`config.mk`:
```
export PLATFORM = sky130hd
export DESIGN_NAME = pcpu_lsu
export DESIGN_NICKNAME = d
export VERILOG_FILES = /design/src/rtl/pcpu_lsu.sv
export SDC_FILE = /design/constraint.sdc
export NUM_CORES = 1
export LEC_CHECK = 0
export ABC_AREA = 1
export BUFFER_PORTS_ARGS = -buffer_cell sky130_fd_sc_hd__buf_2
export CELL_PAD_IN_SITES_DETAIL_PLACEMENT = 1
export CELL_PAD_IN_SITES_GLOBAL_PLACEMENT = 1
export CORE_MARGIN = 2
export CORE_UTILIZATION = 33
export DETAILED_ROUTE_END_ITERATION = 8
export PLACE_DENSITY_LB_ADDON = 0.1
export SLEW_MARGIN = 10
export SYNTH_ARGS = -nofsm -noshare
export SYNTH_HDL_FRONTEND = slang
export SYNTH_SLANG_ARGS = --single-unit
```
`constraint.sdc`:
```
create_clock -name clk -period 1.9 [get_ports clk]
set_clock_uncertainty 0.1 [all_clocks]
set_input_delay 0.19 -clock clk [delete_from_list [all_inputs] [get_ports clk]]
set_output_delay 0.19 -clock clk [all_outputs]
set_load 0.05 [all_outputs]
```
`src/rtl/pcpu_lsu.sv`:
```
// pcpu_lsu: memory-stage load/store unit with byte lanes, load extension,
// alignment checking, MIO_ready wait states and a bounded-wait abort.
module pcpu_lsu #(
    parameter int DATA_W   = 32,
    parameter int ADDR_W   = 32,
    parameter int WAIT_MAX = 16
) (
    input  logic                clk,
    input  logic                reset,
    input  logic                req_valid,
    output logic                req_ready,
    input  logic                req_we,
    input  logic [1:0]          req_size,
    input  logic                req_sext,
    input  logic [ADDR_W-1:0]   req_addr,
    input  logic [DATA_W-1:0]   req_wdata,
    output logic                mem_req,
    output logic                mem_w,
    output logic [DATA_W/8-1:0] mem_be,
    output logic [ADDR_W-1:0]   Addr_out,
    output logic [DATA_W-1:0]   Data_out,
    input  logic                MIO_ready,
    input  logic [DATA_W-1:0]   Data_in,
    output logic                resp_valid,
    output logic [DATA_W-1:0]   resp_rdata,
    output logic                stall,
    output logic                err_misalign,
    output logic                err_timeout
);
    localparam int BE_W  = DATA_W / 8;
    localparam int OFF_W = $clog2(BE_W);
    localparam int CW    = $clog2(WAIT_MAX + 1);

    typedef enum logic [1:0] {IDLE, BUSY, DONE} state_t;

    state_t            r_state, w_next;
    logic [CW-1:0]     r_cnt;
    logic              r_we, r_sext;
    logic [1:0]        r_size;
    logic [OFF_W-1:0]  r_off;
    logic [OFF_W-1:0]  w_off;
    logic              w_acc, w_bad, w_go, w_to, w_sb;
    logic [BE_W-1:0]   w_mask;
    logic [DATA_W-1:0] w_rep, w_sh, w_lmask, w_ld;

    assign req_ready = (r_state == IDLE) || (r_state == DONE);
    assign stall     = (r_state == BUSY);
    assign w_off     = req_addr[OFF_W-1:0];
    assign w_acc     = req_valid && req_ready;
    assign w_bad     = ((req_size == 2'b01) && req_addr[0])
                    || ((req_size == 2'b10) && (|req_addr[1:0]))
                    || ((req_size == 2'b11) && ((DATA_W == 32) || (|req_addr[2:0])));
    assign w_go      = w_acc && !w_bad;
    assign w_to      = (r_state == BUSY) && !MIO_ready && (r_cnt == CW'(WAIT_MAX - 1));

    always_comb begin
        w_mask  = (req_size == 2'b00) ? BE_W'(1) : (req_size == 2'b01) ? BE_W'(3)
                : (req_size == 2'b10) ? BE_W'(15) : '1;
        w_rep   = (req_size == 2'b00) ? {BE_W{req_wdata[7:0]}}
                : (req_size == 2'b01) ? {(BE_W/2){req_wdata[15:0]}}
                : (req_size == 2'b10) ? {(DATA_W/32){req_wdata[31:0]}} : req_wdata;
        // Load path: move the addressed lane to bit 0, keep the access width, extend.
        w_sh    = Data_in >> {r_off, 3'b000};
        w_lmask = (r_size == 2'b00) ? DATA_W'(64'hFF) : (r_size == 2'b01) ? DATA_W'(64'hFFFF)
                : (r_size == 2'b10) ? DATA_W'(64'hFFFF_FFFF) : '1;
        w_sb    = (r_size == 2'b00) ? w_sh[7] : (r_size == 2'b01) ? w_sh[15]
                : (r_size == 2'b10) ? w_sh[31] : w_sh[DATA_W-1];
        w_ld    = (w_sh & w_lmask) | (~w_lmask & {DATA_W{w_sb && r_sext}});
        w_next  = (r_state == BUSY) ? (MIO_ready ? DONE : w_to ? IDLE : BUSY)
                : (w_go ? BUSY : IDLE);
    end

    always_ff @(posedge clk) begin
        if (!reset) begin
            r_state      <= IDLE;
            r_cnt        <= '0;
            r_we         <= 1'b0;
            r_sext       <= 1'b0;
            r_size       <= 2'b00;
            r_off        <= '0;
            mem_req      <= 1'b0;
            mem_w        <= 1'b0;
            mem_be       <= '0;
            Addr_out     <= '0;
            Data_out     <= '0;
            resp_valid   <= 1'b0;
            resp_rdata   <= '0;
            err_misalign <= 1'b0;
            err_timeout  <= 1'b0;
        end else begin
            r_state      <= w_next;
            mem_req      <= (w_next == BUSY);
            resp_valid   <= (r_state == BUSY) && MIO_ready;
            err_timeout  <= w_to;
            err_misalign <= w_acc && w_bad;
            r_cnt        <= w_go ? '0
                          : ((r_state == BUSY) && (r_cnt != CW'(WAIT_MAX))) ? r_cnt + 1'b1 : r_cnt;
            if (w_go) begin
                r_we     <= req_we;
                r_size   <= req_size;
                r_sext   <= req_sext;
                r_off    <= w_off;
                mem_w    <= req_we;
                mem_be   <= w_mask << w_off;
                Addr_out <= {req_addr[ADDR_W-1:OFF_W], {OFF_W{1'b0}}};
                Data_out <= w_rep;
            end
            if ((r_state == BUSY) && MIO_ready)
                resp_rdata <= r_we ? '0 : w_ld;
        end
    end
endmodule

```
==> reports/results.tsv, run 1 <==
stage	metric	value	unit
yosys	sequential area share after synthesis	46.0	%
critical_path	WP data arrival	2000	ps
pwr	total power after layout	7.23	mW
clock_network	CTS Buffer Depth	2	
routing	Vias/cell	5.08	
critical_path	Worst path depth	10	
routing	post-route ant nets	0	
yosys	Syn Inst Count	675	
routing	met3 wire length	1380	um
critical_path	FF-to-FF Start	r_off[0]	
timing	fmax	0.567	GHz
grt	total grt overflow	0	
grt	vias in the first global route	5986	
clock_network	CTS H-tree depth	4	
clock_network	CTS Sinks	114	
die	Die Y	127	um
finish	ant diodes	0	
timing	max_slew headroom	63.2	%
routing	initial DRC count	261	
routing	number of iterations in the first detailed-routing pass	6	
finish	fin util	50.1	%
critical_path	crit-path max FO	25	
routing	WL per Instance	16.5	um
die	Initial Utilization	34.0	%
routing	Residual DRC	0	
critical_path	CP required	2140	ps
placement	Final HPWL DP	12700	um
die	Core Region	14600	sq um
clock_network	# Post-CTS Setup Buffers	0	
die	I/O pin count	211	
routing	routed vias	5736	
timing	Slew Limit Fails	0	
critical_path	Setup crit start	req_addr[1]	
timing	Final Setup Violations	0	
critical_path	CP Class	input port to register	
critical_path	RR Endpoint	resp_rdata[14]	
placement	Final GP Congestion	0.797	
pwr	static leakage	3.33	nW
placement	input/output buffers	208	
routing	metal2 WL	9030	um
timing	unrepaired setup endpoints after global routing	yes	
finish	layout cell share with drive strength beyond 1	29.1	%
critical_path	critical path cell sequence	dlygate4sd3_1 -> buf_2 -> inv_1 -> nand2_1 -> o21ai_2 -> nand2_4 -> inv_6 -> buf_12 -> o21ai_0 -> a31oi_1	
timing	Period Utilization, post-route	92.8	%
clock_network	CTS tree	done	
yosys	Ys Warns	0	
critical_path	crit path launch type	input port	
timing	endpoints failing hold	0	
critical_path	slowest stage delay, CP	520	ps
routing	Top Metal Used	met4	
outcome	status	completed	
die	Site Rows	44	
yosys	syn_area_per_cell	7.34	sq um
grt	global-route wire length before repair	30500	um
hold_path	hold crit path type	input port to register	
clock_network	clk_lat worst skew	410	ps
hold_path	Hold Startpoint	req_wdata[1]	
yosys	FF+latch count, synth	114	
run	max_cap viols	0	
critical_path	Top delay family on crit path	buffers and inverters	
yosys	area of the mapped netlist	4960	sq um
critical_path	worst-case reg-to-reg path depth	9	
die	die span in x	127	um
pwr	PD cells	990	nW/um^2
hold_path	hold endpoint	Data_out[17]	
grt	largest net degree at the start of global routing	62	
clock_network	CTS buffer count	17	
routing	Met1 Routed Length	7810	um
grt	GRT Overall Usage	23.5	%
timing	worst slew pin tran	552	ps
finish	Area growth syn-to-layout	47.4	%
critical_path	slowest CP cell	dlygate4sd3_1	
critical_path	Crit. End Element	register	
critical_path	CP Buf/Inv Count	5	
pwr	Peak VDD IR	0.611	mV
clock_network	clk root buf	clkbuf_16	
finish	Nets	1039	
finish	commonest non-fill, non-tap cells in the layout	buf_2, nand2_1, dfxtp_1, nor2_1, o21ai_0	
hold_path	WHS Path Cells	3	
die	Die ar.	16000	sq um
critical_path	reg-to-reg slack, setup	220	ps
grt	antenna violations before repair	0	
timing	Min Clock Period, post-route	1760	ps
finish	most common cell after layout, fill and taps aside	buf_2	
clock_network	clock slew at reported path FFs	60	ps
routing	Post-Route WL	18600	um
yosys	post-synthesis cell type count	35	
## metal layers
metal / vias to the layer above / global-route usage, %
met2: 200 / 39.9
met3: 42 / 6.96
met4: 0 / 8.34
met5: - / 0
met1: 2721 / 28.2
li1: 2773 / -
## stage by stage
| stage | hold slack [ps] | cell area (sq um) | worst slack (ps) | setup TNS (ps) | cells |
|---|---|---|---|---|---|
| floorplan | 169 | 4960 | 83.4 | 0 | 676 |
| global placement | 273 | 6150 | 232 | 0 | 1039 |
| detailed placement | 287 | 6150 | 163 | 0 | 1039 |
| CTS | 0.403 | 7300 | 62.7 | 0 | 1129 |
| global route | 15.0 | 7300 | -40.6 | -133 | 1129 |
| finish | 10.9 | 7300 | 138 | 0 | 1129 |
## synth_stat cells (all sizes together)
cell type / count / area [sq um]
a211oi: 2 / 20.0
a31oi: 17 / 106
buf: 26 / 178
o21ai: 97 / 489
nand2: 134 / 513
dfxtp: 114 / 2280
ha: 3 / 37.5
conb: 1 / 3.75
or2: 1 / 6.26
nand4: 2 / 12.5
nor2: 103 / 420
a21oi: 49 / 249
nor4: 1 / 6.26
mux2i: 7 / 70.1
inv: 25 / 96.3
nor3: 2 / 10.0
clkbuf: 23 / 87.6
o221ai: 7 / 61.3
and3: 1 / 6.26
nand3: 60 / 300
## state kept, by name, summed over array words and instances, names as in the netlist
| name | count |
|---|---|
| resp_rdata | 32 |
| mem_be | 4 |
| mem_w | 1 |
| mem_req | 1 |
| err_misalign | 1 |
| Addr_out | 30 |
| r_off | 2 |
| r_size | 2 |
| r_state | 1 |
| Data_out | 32 |
| r_cnt | 5 |
| r_sext | 1 |
| err_timeout | 1 |
| resp_valid | 1 |
## cell families (layout without fill, tap and decap cells)
logic type	after synthesis	in the layout	share of synthesized area (%)
adder cells (fa/ha/maj)	3	3	0.757
other	1	2	0.0757
multiplexers	7	7	1.41
AND/OR/NAND/NOR	304	304	25.7
AO/OA/AOI/OAI	172	172	18.7
buffers and inverters	74	343	7.30
flip-flops	114	114	46.0
## worst reg2reg max path, cell delays in order, from the launching register on
cell     delay (ps)
dfxtp_1         410
inv_2           100
nand2_1         100
nand3_1         130
nand3_1         100
nand3_1          80
nand2_1         100
nand2_1         210
nand3_1         150
a21oi_1          70
## how the worst max path moves through the flow
stage | to | slack (ps)
after CTS | Addr_out[19] | 60
after global routing | Data_out[17] | -40
after detailed placement | Addr_out[7] | 160
after floorplan | r_cnt[3] | 80
final | Data_out[8] | 140
after global placement | r_cnt[3] | 230
## cell type report
class / count / area, sq um
Clock buffer: 18 / 429
Clock inverter: 14 / 141
Fill cell: 1855 / 7290
Inverter: 25 / 103
Multi-Input combinational cell: 488 / 2320
Sequential cell: 114 / 2280
Tap cell: 184 / 230
Timing Repair Buffer: 286 / 1800
## report_power, final
group	total [mW]	internal [mW]	switching (mW)	leakage [nW]
sequential	2.62	2.54	0.0843	0.932
clock	3.10	1.92	1.19	0.260
combinational	1.50	0.454	1.05	2.14
## timing repair
item	CTS	global route
hold endpoints to repair	59	0
setup endpoints to repair	0	35
gates resized for setup	0	4
hold buffers	58	0
Power figures use the tool's default switching activity.
==> inputs of run 2 (changes only) <==
ABC_AREA = default   (was 1)
CORE_UTILIZATION = 35   (was 33)
==> reports/results.tsv, run 2 <==
stage	metric	value	unit
finish	Nets	954	
grt	vias in the first global route	5650	
yosys	Post-synth EDFFs	0	
hold_path	Hold Startpoint	req_wdata[0]	
grt	total grt overflow	0	
critical_path	Crit. End Element	register	
finish	Largest regs	Data_out x32, resp_rdata x32, Addr_out x30	
yosys	most common cell in the netlist	nand2_1	
pwr	total power after layout	6.76	mW
routing	Vias/cell	5.07	
finish	Area growth syn-to-layout	45.1	%
timing	Period Utilization, post-route	96.3	%
yosys	Synth area leaders	dfxtp_1, nand2_1, a21boi_0, mux2i_1, o211a_1	
timing	fmax	0.547	GHz
yosys	sequential area share after synthesis	44.0	%
routing	initial DRC count	201	
placement	Post-Place Cell Area	6490	sq um
finish	fin cells	1043	
routing	Post-Route WL	18100	um
placement	Placed Instances	970	
critical_path	CP required	2120	ps
yosys	async set-reset flop share out of synthesis	0	%
yosys	Yosys top cell area share	44.0	%
critical_path	CP Class	register to register	
die	Initial Utilization	35.8	%
die	die span in x	126	um
clock_network	clock slew at reported path FFs	50	ps
yosys	ys flop type	dfxtp_1	
clock_network	CTS buffer count	17	
routing	Residual DRC	0	
yosys	Syn Inst Count	602	
timing	setup TNS	0	ps
placement	input/output buffers	208	
finish	commonest non-fill, non-tap cells in the layout	buf_2, nand2_1, dfxtp_1, a21boi_0, dlygate4sd3_1	
finish	most common cell after layout, fill and taps aside	buf_2	
run	max_cap viols	0	
routing	post-route ant nets	0	
yosys	Ys Warns	0	
grt	antenna violations before repair	0	
finish	ant diodes	0	
grt	GRT Overall Usage	22.7	%
critical_path	RR Endpoint	resp_rdata[16]	
critical_path	crit path launch type	register	
yosys	post-synthesis cell type count	45	
clock_network	clk_lat worst skew	410	ps
clock_network	CTS Buffer Depth	2	
yosys	syn_area_per_cell	8.61	sq um
critical_path	worst-case reg-to-reg path depth	6	
finish	fin area	7530	sq um
clock_network	clk root buf	clkbuf_16	
grt	global-route wire length before repair	28600	um
outcome	status	completed	
timing	Min Clock Period, post-route	1830	ps
hold_path	WHS Path Cells	3	
yosys	FF+latch count, synth	114	
timing	Slew Limit Fails	0	
timing	endpoints failing hold	0	
die	Site Rows	44	
critical_path	reg-to-reg slack, setup	70	ps
pwr	Peak VDD IR	0.497	mV
die	Die ar.	15800	sq um
pwr	PD cells	898	nW/um^2
die	Die Y	126	um
grt	largest net degree at the start of global routing	52	
timing	unrepaired setup endpoints after global routing	no	
critical_path	crit-path max FO	16	
placement	Final GP Congestion	0.843	
yosys	area of the mapped netlist	5190	sq um
die	I/O pin count	211	
placement	Final HPWL DP	12700	um
hold_path	hold crit path type	input port to register	
critical_path	WP data arrival	2050	ps
routing	WL per Instance	17.3	um
timing	worst slew pin tran	558	ps
die	Core Region	14500	sq um
routing	routed vias	5293	
clock_network	CTS H-tree depth	4	
yosys	top cells by count, synth	nand2_1, dfxtp_1, a21boi_0	
clock_network	CTS tree	done	
clock_network	CTS Sinks	114	
yosys	largest area contributor in the netlist	dfxtp_1	
timing	Final Setup Violations	0	
finish	Filler cells	1750	
pwr	static leakage	3.50	nW
timing	max_slew headroom	62.8	%
hold_path	hold endpoint	Data_out[0]	
routing	number of iterations in the first detailed-routing pass	6	
finish	layout cell share with drive strength beyond 1	32.5	%
critical_path	FF-to-FF Start	r_off[0]	
-- run 2: layout make-up --
class	count	area, sq um	share of cell area (%)
clock buffer	26	509	6.77
inverter	6	22.5	0.299
sequential	114	2290	30.4
multi-input combinational	431	2710	35.9
tap	184	230	3.06
timing repair buffer	277	1720	22.8
clock inverter	5	50.0	0.665
-- run 2: how the worst max path moves through the flow --
stage / start / endpoint / slack (ps) / depth (start not counted)
global route: resp_valid / resp_rdata[14] / 5 / 4
global placement: r_off[0] / resp_rdata[11] / -60 / 5
detailed placement: r_off[0] / resp_rdata[13] / -170 / 5
finish: r_off[0] / resp_rdata[16] / 70 / 6
CTS: r_off[0] / resp_rdata[16] / 0.6 / 6
floorplan: mem_w / resp_rdata[19] / 7 / 5
-- run 2: through the flow --
step	util (%)	setup WS, ps	hold WS, ps
after floorplan	-	7.24	167
after global placement	44.8	-57.7	335
after detailed placement	44.8	-166	339
after CTS	51.6	0.573	0.940
after global routing	52.0	4.99	4.35
final	52.0	70.5	7.22
-- run 2: worst max-delay path, stage by stage (launching register included) --
cell	delay [ps]
dfxtp_4	360
buf_6	130
mux2i_1	130
o21a_1	210
a2111o_1	430
buf_6	170
o221ai_1	210
-- run 2: kinds of logic after synthesis --
family | after synthesis | synth area share [%]
AO/OA/AOI/OAI | 163 | 22.9
other | 1 | 0.0723
multiplexers | 34 | 6.80
XOR/XNOR | 4 | 0.676
AND/OR/NAND/NOR | 225 | 19.6
buffers and inverters | 58 | 5.16
adder cells (fa/ha/maj) | 3 | 0.724
flip-flops | 114 | 44.0
-- run 2: per-layer routing --
layer | global-route usage (%) | share of wire (%)
met1 | 24.6 | 40
met2 | 41.6 | 52
met3 | 7.69 | 6.6
met4 | 6.98 | 1.6
met5 | 0 | 0
-- run 2: repair_timing --
action / CTS / global route
pin swaps: 1 / 2
hold buffers: 40 / 0
gates resized for setup: 2 / 14
hold endpoints to repair: 41 / 0
setup endpoints to repair: 8 / 25
buffers inserted: 1 / 1
-- run 2: power by group --
group / internal (mW) / switching [mW]
Combinational: 0.423 / 0.780
Sequential: 2.50 / 0.0611
Clock: 1.95 / 1.05
==> inputs of run 3 (changes only) <==
REMOVE_ABC_BUFFERS = 1   (was default)
==> reports/results.tsv, run 3 (same netlist as run 2, synthesis figures left out) <==
stage	metric	value	unit
hold_path	hold endpoint	r_off[0]	
critical_path	Setup crit start	r_off[0]	
finish	Nets	952	
grt	vias in the first global route	5658	
clock_network	CTS H-tree depth	4	
grt	largest net degree at the start of global routing	65	
pwr	internal power	4.81	mW
grt	global-route wire length before repair	28100	um
pwr	Net Sw Frac	28.2	%
die	die span in x	126	um
die	I/O pin count	211	
timing	max_slew headroom	59.9	%
clock_network	CTS buffer count	17	
hold_path	WHS Path Cells	3	
routing	Residual DRC	0	
die	Die Y	126	um
pwr	total power after layout	6.70	mW
timing	Worst Hold Margin	19.5	ps
critical_path	CP Class	register to register	
clock_network	clk_lat worst skew	410	ps
routing	Post-Route WL	17500	um
timing	Period Utilization, post-route	97.2	%
pwr	PD cells	898	nW/um^2
critical_path	CP Buf/Inv Count	2	
critical_path	crit-path max FO	16	
hold_path	hold crit path type	input port to register	
finish	commonest non-fill, non-tap cells in the layout	buf_2, nand2_1, dfxtp_1, a21boi_0, dlygate4sd3_1	
routing	initial DRC count	219	
routing	number of iterations in the first detailed-routing pass	4	
outcome	status	completed	
timing	Min Clock Period, post-route	1850	ps
timing	Slew Limit Fails	0	
clock_network	CTS tree	done	
clock_network	# Post-CTS Setup Buffers	0	
pwr	clock power share	44.3	%
finish	Largest regs	Data_out x32, resp_rdata x32, Addr_out x30	
critical_path	FF-to-FF Start	r_off[0]	
die	Core Region	14500	sq um
routing	Vias/cell	5.01	
timing	fmax	0.542	GHz
pwr	Flop pwr share	38.2	%
die	Site Rows	44	
run	max_cap viols	0	
critical_path	reg-to-reg slack, setup	50	ps
critical_path	slowest stage delay, CP	460	ps
grt	antenna violations before repair	0	
finish	Area growth syn-to-layout	43.9	%
clock_network	clock slew at reported path FFs	50	ps
critical_path	worst-case reg-to-reg path depth	6	
finish	layout cell share with drive strength beyond 1	31.4	%
clock_network	CTS Sinks	114	
timing	endpoints failing hold	0	
grt	total grt overflow	0	
placement	Final HPWL DP	11900	um
routing	post-route ant nets	0	
timing	Final Setup Violations	0	
placement	Final GP Congestion	0.810	
critical_path	slowest CP cell	a2111o_1	
routing	routed vias	5223	
critical_path	critical path cell sequence	buf_4 -> nand3b_1 -> o21a_1 -> a2111o_1 -> buf_12 -> o221ai_1	
die	Initial Utilization	35.8	%
pwr	Gate power share	17.6	%
grt	GRT Overall Usage	22.1	%
pwr	Peak VDD IR	0.523	mV
timing	unrepaired setup endpoints after global routing	yes	
critical_path	crit path launch type	register	
routing	WL per Instance	16.7	um
clock_network	CTS Buffer Depth	2	
timing	worst slew pin tran	601	ps
placement	input/output buffers	208	
critical_path	Crit. End Element	register	
critical_path	WP data arrival	2070	ps
critical_path	Top delay family on crit path	compound AO/OA/AOI/OAI gates	
hold_path	Hold Startpoint	req_addr[0]	
finish	most common cell after layout, fill and taps aside	buf_2	
critical_path	CP required	2120	ps
critical_path	RR Endpoint	resp_rdata[20]	
clock_network	clk root buf	clkbuf_16	
pwr	switching power total	1.89	mW
die	Die ar.	15800	sq um
pwr	static leakage	3.47	nW
finish	Filler cells	1757	
run 3: cell types whose count changed in the layout (fill, tap and decap cells not counted), moves of 2 or more:
| cell | delta |
|---|---|
| o221ai_2 | -2 |
| dfxtp_1 | +3 |
| or3b_1 | +2 |
| clkbuf_8 | +2 |
| dfxtp_4 | -2 |
| or3b_4 | -2 |
| dlygate4sd3_1 | +2 |
| buf_4 | -4 |
| o221ai_1 | +2 |
run 3: worst max-delay path by stage:
stage,endpoint,cells past startpoint
2_1_floorplan,r_cnt[4],4
3_3_place_gp,resp_rdata[11],4
3_5_place_dp,resp_rdata[8],4
4_1_cts,resp_rdata[13],4
5_1_grt,Addr_out[16],8
6_report,resp_rdata[20],6
run 3: area by class of cell:
cell class,count,area [sq um],share of cell area (%)
clock buffers,28,537,7.19
clock inverters,4,20.0,0.268
flip-flops and latches,114,2280,30.6
multi-input cells,431,2660,35.7
diodes,1,2.50,0.0335
inverters,6,22.5,0.302
well taps,184,230,3.09
repair buffers,275,1700,22.8
run 3: timing repair:
| action | 4_1_cts | 5_1_grt |
|---|---|---|
| gates resized for setup | 1 | 6 |
| hold buffers | 42 | 0 |
| endpoints found under the setup margin | 1 | 32 |
| pin swaps | 0 | 0 |
| endpoints found under the hold margin | 43 | 0 |
run 3: routing by layer:
layer	global-route usage (%)	up-vias	routed length (um)
li1	-	2580	-
met5	0	-	0
met1	24.8	2481	7310
met4	6.46	0	240
met3	7.18	21	1140
met2	39.8	141	8780
run 3: power groups by stage:
stage | clock (mW) | combinational (mW) | sequential, mW
4_1_cts | 3.02 | 1.17 | 2.56
3_5_place_dp | 0 | 1.10 | 2.60
6_report | 2.96 | 1.18 | 2.56
2_1_floorplan | 0 | 0.337 | 2.93
5_1_grt | 3.14 | 1.27 | 2.57
3_3_place_gp | 0 | 1.08 | 2.60
run 3: worst min-delay path: stages:
cell      delay (ps)
buf_2            150
nand2_1           70
a21boi_0          70
run 3: through the flow:
step	cells	util, %	instance area (sq um)	setup TNS (ps)	worst slack (ps)
5_1_grt	1042	51.5	7460	-25.7	-25.7
4_1_cts	1042	51.4	7440	0	23.1
3_5_place_dp	968	44.6	6460	0	40.7
2_1_floorplan	551	-	4940	-144880	-2380
6_report	1043	51.5	7460	0	54.1
3_3_place_gp	968	44.6	6460	0	122
